==> config.mk <==
export PLATFORM = sky130hd
export DESIGN_NAME = hazard_controller
export DESIGN_NICKNAME = d
export VERILOG_FILES = /design/src/rtl/hazard_controller_pkg.sv /design/src/rtl/hazard_controller_mul_busy_tracker.sv /design/src/rtl/hazard_controller.sv
export SDC_FILE = /design/constraint.sdc
export NUM_CORES = 1
export LEC_CHECK = 0
export ABC_AREA = 1
export ABC_CLOCK_PERIOD_IN_PS = 3330
export CORE_ASPECT_RATIO = 0.8
export CORE_UTILIZATION = 45
export DETAILED_ROUTE_END_ITERATION = 10
export GPL_TIMING_DRIVEN = 0
export PLACE_DENSITY = 0.85
export SYNTH_ARGS = -nofsm -noshare
export SYNTH_HDL_FRONTEND = slang
export SYNTH_SLANG_ARGS = --single-unit
==> constraint.sdc <==
create_clock -name Clk -period 3.33 [get_ports Clk]
set_input_delay 0.666 -clock Clk [delete_from_list [all_inputs] [get_ports Clk]]
set_output_delay 0.666 -clock Clk [all_outputs]
set_load 0.03 [all_outputs]
==> src/rtl/hazard_controller_pkg.sv <==
// Shared definitions for the hazard controller: instruction field positions,
// multiply tracker state encoding and legal multiply latency range.
package hazard_controller_pkg;

  // Register specifier fields of the decode-stage instruction
  localparam int unsigned RS_HI = 25;
  localparam int unsigned RS_LO = 21;
  localparam int unsigned RT_HI = 20;
  localparam int unsigned RT_LO = 16;
  localparam int unsigned REG_W = 5;

  // Hi/Lo multiply latency limits; the down-counter is sized for the maximum
  localparam int unsigned MUL_LATENCY_MIN = 2;
  localparam int unsigned MUL_LATENCY_MAX = 15;
  localparam int unsigned MUL_CNT_W       = 4;

  typedef enum logic {
    IDLE = 1'b0,
    BUSY = 1'b1
  } mul_state_e;

endpackage

==> src/rtl/hazard_controller_mul_busy_tracker.sv <==
// Tracks one in-flight Hi/Lo multiply: busy window, commit pulse and
// cancellation when the multiply is flushed out of EX by a taken branch.
module mul_busy_tracker
  import hazard_controller_pkg::*;
#(
  parameter int unsigned MUL_LATENCY = 4
) (
  input  logic clk,
  input  logic rst,
  input  logic issue,     // multiply accepted out of decode this cycle
  input  logic flush_ex,  // taken branch flushes ID_EX/EX_MEM this cycle
  output logic busy,
  output logic done
);

  if ((MUL_LATENCY < MUL_LATENCY_MIN) || (MUL_LATENCY > MUL_LATENCY_MAX)) begin : g_bad_latency
    $error("mul_busy_tracker: MUL_LATENCY out of range");
  end

  localparam logic [MUL_CNT_W-1:0] CNT_LOAD = MUL_CNT_W'(MUL_LATENCY - 1);

  mul_state_e             state_q, state_d;
  logic [MUL_CNT_W-1:0]   cnt_q, cnt_d;
  logic                   age_q, age_d;

  // State register, countdown and first-cycle age flag
  always_ff @(posedge clk or posedge rst) begin
    if (rst) begin
      state_q <= IDLE;
      cnt_q   <= '0;
      age_q   <= 1'b0;
    end else begin
      state_q <= state_d;
      cnt_q   <= cnt_d;
      age_q   <= age_d;
    end
  end

  // Next state, countdown and busy/done generation
  always_comb begin
    state_d = state_q;
    cnt_d   = cnt_q;
    age_d   = 1'b0;
    busy    = 1'b0;
    done    = 1'b0;
    case (state_q)
      IDLE: begin
        if (issue) begin
          state_d = BUSY;
          cnt_d   = CNT_LOAD;
          age_d   = 1'b1;
        end
      end
      BUSY: begin
        busy = 1'b1;
        // Age flag set means the multiply is sitting in EX right now, so a
        // taken branch kills it before it can commit.
        if (flush_ex && age_q) begin
          state_d = IDLE;
          cnt_d   = '0;
        end else if (cnt_q == '0) begin
          done    = 1'b1;
          state_d = IDLE;
        end else begin
          cnt_d = cnt_q - 1'b1;
        end
      end
      default: begin
        state_d = IDLE;
        cnt_d   = '0;
      end
    endcase
  end

endmodule

==> src/rtl/hazard_controller.sv <==
// Pipeline sequencing controller: PC/IF_ID enables and per-stage flushes for
// branches, jumps, load-use and Hi/Lo multiply hazards, plus a stall counter.
module hazard_controller
  import hazard_controller_pkg::*;
#(
  parameter int unsigned MUL_LATENCY = 4,
  parameter int unsigned STALL_CNT_W = 16
) (
  input  logic                   Clk,
  input  logic                   Rst,
  input  logic [31:0]            Instruction_ID,
  input  logic                   MemRead_EX,
  input  logic [4:0]             WriteRegister_EX,
  input  logic                   Branch_IF,
  input  logic                   Jump_ID,
  input  logic                   MulStart_ID,
  input  logic                   HiLoRead_ID,
  output logic                   PCWrite,
  output logic                   IF_ID_Write,
  output logic                   IF_ID_Flush,
  output logic                   ID_EX_Flush,
  output logic                   EX_MEM_Flush,
  output logic                   MulBusy,
  output logic                   MulDone,
  output logic [STALL_CNT_W-1:0] StallCycles
);

  logic [REG_W-1:0] rs_id;
  logic [REG_W-1:0] rt_id;
  logic             unused_instr_bits;

  assign rs_id             = Instruction_ID[RS_HI:RS_LO];
  assign rt_id             = Instruction_ID[RT_HI:RT_LO];
  assign unused_instr_bits = ^{Instruction_ID[31:26], Instruction_ID[15:0]};

  logic load_use;
  logic hilo_stall;
  logic stall_req;
  logic mul_issue;
  logic mul_busy;
  logic mul_done;

  logic [STALL_CNT_W-1:0] stall_cnt_q, stall_cnt_d;

  mul_busy_tracker #(
    .MUL_LATENCY (MUL_LATENCY)
  ) u_mul_busy_tracker (
    .clk      (Clk),
    .rst      (Rst),
    .issue    (mul_issue),
    .flush_ex (Branch_IF),
    .busy     (mul_busy),
    .done     (mul_done)
  );

  assign MulBusy = mul_busy;
  assign MulDone = mul_done;

  // Hazard detection and multiply acceptance
  always_comb begin
    load_use   = MemRead_EX && (WriteRegister_EX != '0) &&
                 ((WriteRegister_EX == rs_id) || (WriteRegister_EX == rt_id));
    hilo_stall = mul_busy && (HiLoRead_ID || MulStart_ID);
    stall_req  = load_use || hilo_stall;
    mul_issue  = MulStart_ID && !Rst && !Branch_IF && !Jump_ID && !stall_req;
  end

  // Prioritised enables and flushes: reset, branch, jump, then stalls
  always_comb begin
    PCWrite      = 1'b1;
    IF_ID_Write  = 1'b1;
    IF_ID_Flush  = 1'b0;
    ID_EX_Flush  = 1'b0;
    EX_MEM_Flush = 1'b0;
    if (Rst) begin
      PCWrite      = 1'b0;
      IF_ID_Write  = 1'b0;
      IF_ID_Flush  = 1'b1;
      ID_EX_Flush  = 1'b1;
      EX_MEM_Flush = 1'b1;
    end else if (Branch_IF) begin
      IF_ID_Flush  = 1'b1;
      ID_EX_Flush  = 1'b1;
      EX_MEM_Flush = 1'b1;
    end else if (Jump_ID) begin
      IF_ID_Flush = 1'b1;
    end else if (stall_req) begin
      PCWrite     = 1'b0;
      IF_ID_Write = 1'b0;
      ID_EX_Flush = 1'b1;
    end
  end

  // Saturating stall-cycle count
  always_comb begin
    stall_cnt_d = stall_cnt_q;
    if (!PCWrite && (stall_cnt_q != '1)) begin
      stall_cnt_d = stall_cnt_q + 1'b1;
    end
  end

  // Stall counter register
  always_ff @(posedge Clk or posedge Rst) begin
    if (Rst) begin
      stall_cnt_q <= '0;
    end else begin
      stall_cnt_q <= stall_cnt_d;
    end
  end

  assign StallCycles = stall_cnt_q;

endmodule
==> results.tsv <==
metric	value	unit
critPathTopFamily	buffers and inverters	
cts_made_buffers	3	
fin_crit_sh	94.7	%
p_clk_share	16.9	%
worstSetupEndpointType	primary output	
finalHoldViolations	0	
ys.flop_type	dfrtp_1	
p_int	579	uW
cts_num_sinks	22	
whs	0.510	ns
synth_area_leader_cell	dfrtp_1	
clockBufferDepth	2	
fin_crit	3.15	ns
num_vias	1529	
ir_drop	0.000373	V
crit_fanout	10	
viasPerCell	4.79	
drtAntennaViolNets	0	
setup-violations-final	0	
io_pins	67	
hold_depth	2	
max_slew_margin	57.6	%
globalplace.congestion	0.810	
cp-endpoint	PCWrite	
switching_share	41.1	%
drv_cap	0	
combPwrFrac	44.1	%
grt_pass1_vias	1413	
cts_root_buf	clkbuf_8	
place_hpwl	2.68	mm
cp_cell_sequence	clkdlybuf4s50_1 > inv_1 > nand2_1 > nand2_1 > nor2_1 > nand3_1 > nand2_1 > nand2_2 > nand2_2 > nand3_2 > nand2_4 > buf_6 > inv_1 > buf_4 > clkbuf_2	
clk_pin_slew	0.08	ns
drive_gt1_share	7.89	%
antenna_found_initial	0	
cpMostUsedCell	nand2_1	
hp-class	flop to flop	
preCtsSetupSlack	-0.404	ns
critPathLaunchType	input port	
finalClockSkew	0.00817	ns
fin_util	65.5	%
numPortBuffers	44	
routedWlPerCell	11.1	microns
yosys_warnings	0	
synth_edf_count	0	
fin_setup_tns	0	ns
die_w	67.2	microns
gr-total-overflow	0	
cts_tree	built	
synth_seq_cells	22	
grt_pass1_wl	6.00	mm
dieArea	3640	sq um
fmax	317	MHz
synthesis.instances	231	
rr_endpoint	StallCycles[1]	
core	3150	sq um
drt_wl_total	3.53	mm
track_usage	22.4	%
h-tree-depth	1	
synth.avg_cell_area	6.62	sq um
synthArstFlopShare	100	%
fin_area	2060	sq um
syn-num-nets	278	
drtIter0Drc	88	
reg2reg_depth	10	
cp_slowest_stage_delay	0.50	ns
drc	0	
post-synth-top-count-cell	nand2_1	
rrSetupSlack	1.54	ns
ys_top_cells_by_area	dfrtp_1 (36%), nand2_1 (20%), nand3_1 (9.2%)	
synth_area	1530	sq um
rows	18	
power_density	476	nW/um^2
nNetsFinal	328	
finalMaxSlewViolations	0	
critPathBufInv	6	
layout_setup_ws	0.177	ns
seqPwrFrac	39.0	%
crit_start	WriteRegister_EX[1]	
power.leakage	0.00106	uW
syn2layout_area_growth	35.0	%
yosysSeqAreaShare	36.0	%
crit_required	2.66	ns
slowest_stage	clkdlybuf4s50_1	
switchingPower	403	uW
first_pass_iters	4	
outcome	finished clean	
yosysUniqueCellTypes	21	
diodes	0	
cp.depth	15	
grt_start_max_net_pins	14	
r2r-start	StallCycles[0]	
die_y	54.1	microns
max_slew.worst_pin.slew	0.633	ns
place_area	2020	sq um
critical_path_class	input port to primary output	
arrival	2.49	ns
ys_top_cells_by_count	nand2_1 (82), inv_1 (35), nand3_1 (28)	
synth_top_area_share	36.0	%
clk_latency	0.26	ns
start_util	48.5	%
[power groups by stage]
stage | sequential [uW] | combinational, uW | clock, uW
2_1_floorplan | 443 | 211 | 0
3_3_place_gp | 384 | 421 | 0
3_5_place_dp | 386 | 434 | 0
4_1_cts | 381 | 437 | 170
5_1_grt | 393 | 485 | 179
6_report | 383 | 433 | 166
[kinds of logic (layout without fill, tap and decap cells)]
logic type / count (synthesis) / after routing / share of synthesized area (%)
simple gates: 145 / 145 / 41.3
fa+ha+maj: 3 / 3 / 2.46
buf+inv: 42 / 90 / 11.8
flops: 22 / 22 / 36.0
xor+xnor: 9 / 9 / 5.16
compound gates: 10 / 10 / 3.27
[worst reg2reg max path, stage by stage, from the launching register on]
cell and delay, ns:
dfrtp_1 0.42, ha_1 0.21, nand3_1 0.15, nor2_1 0.20, nand4_1 0.11, nor2_1 0.15, inv_1 0.07, buf_4 0.18
nand2_4 0.12, nand2_1 0.06, nand2_1 0.06
[final cells by class]
class                   instances  area (sq um)
plain buffers                   4          37.5
repair inverters                1          5.00
repair buffers                 44           435
fillers                       296          1090
clock buffers                   3          41.3
inverters                      38           146
well taps                      40          50.0
flip-flops and latches         22           551
multi-input cells             167           798
[what timing repair did]
action,CTS,global route
buffers inserted,0,0
resized for setup,3,6
hold buffers,0,0
gates cloned,1,0
pin swaps,0,0
setup endpoints to repair,3,3
[worst min path at each step]
| stage | from | slack, ns | end |
|---|---|---|---|
| floorplan | u_mul_busy_tracker.cnt_q[3] | 0.50 | u_mul_busy_tracker.cnt_q[3] |
| CTS | StallCycles[15] | 0.52 | StallCycles[15] |
| detailed placement | StallCycles[15] | 0.50 | StallCycles[15] |
| finish | StallCycles[15] | 0.51 | StallCycles[15] |
| global placement | StallCycles[15] | 0.48 | StallCycles[15] |
| global route | StallCycles[15] | 0.55 | StallCycles[15] |
[metrics by stage]
stage | std cells | power (uW)
after detailed placement | 315 | 821
final | 319 | 982
after global placement | 315 | 805
after floorplan | 231 | 655
after global routing | 319 | 1060
after CTS | 319 | 988
[registers in the layout (all words and copies together) (netlist names)]
register and flops:
u_mul_busy_tracker.cnt_q 4, u_mul_busy_tracker.state_q 1, StallCycles 16, u_mul_busy_tracker.age_q 1
[layout by cell type (no fill, tap or decap), drive strengths merged, types with 4 or more instances in the layout]
master,synthesis,layout
nand2,87,87
o21ai,7,7
inv,38,37
nor2,20,20
xnor2,4,4
nand3,29,29
nor3,5,5
xor2,5,5
clkdlybuf4s50,0,40
clkbuf,0,5
dfrtp,22,22
buf,4,4
[metal layers]
metal / vias up / global-route usage, % / wire, microns
li1: 809 / - / -
met5: - / 0 / 0
met4: 0 / 5.67 / 38
met1: 681 / 27.7 / 1680
met2: 35 / 38.8 / 1640
met3: 4 / 5.72 / 169
Note: power is estimated with default switching activity, not from simulation.
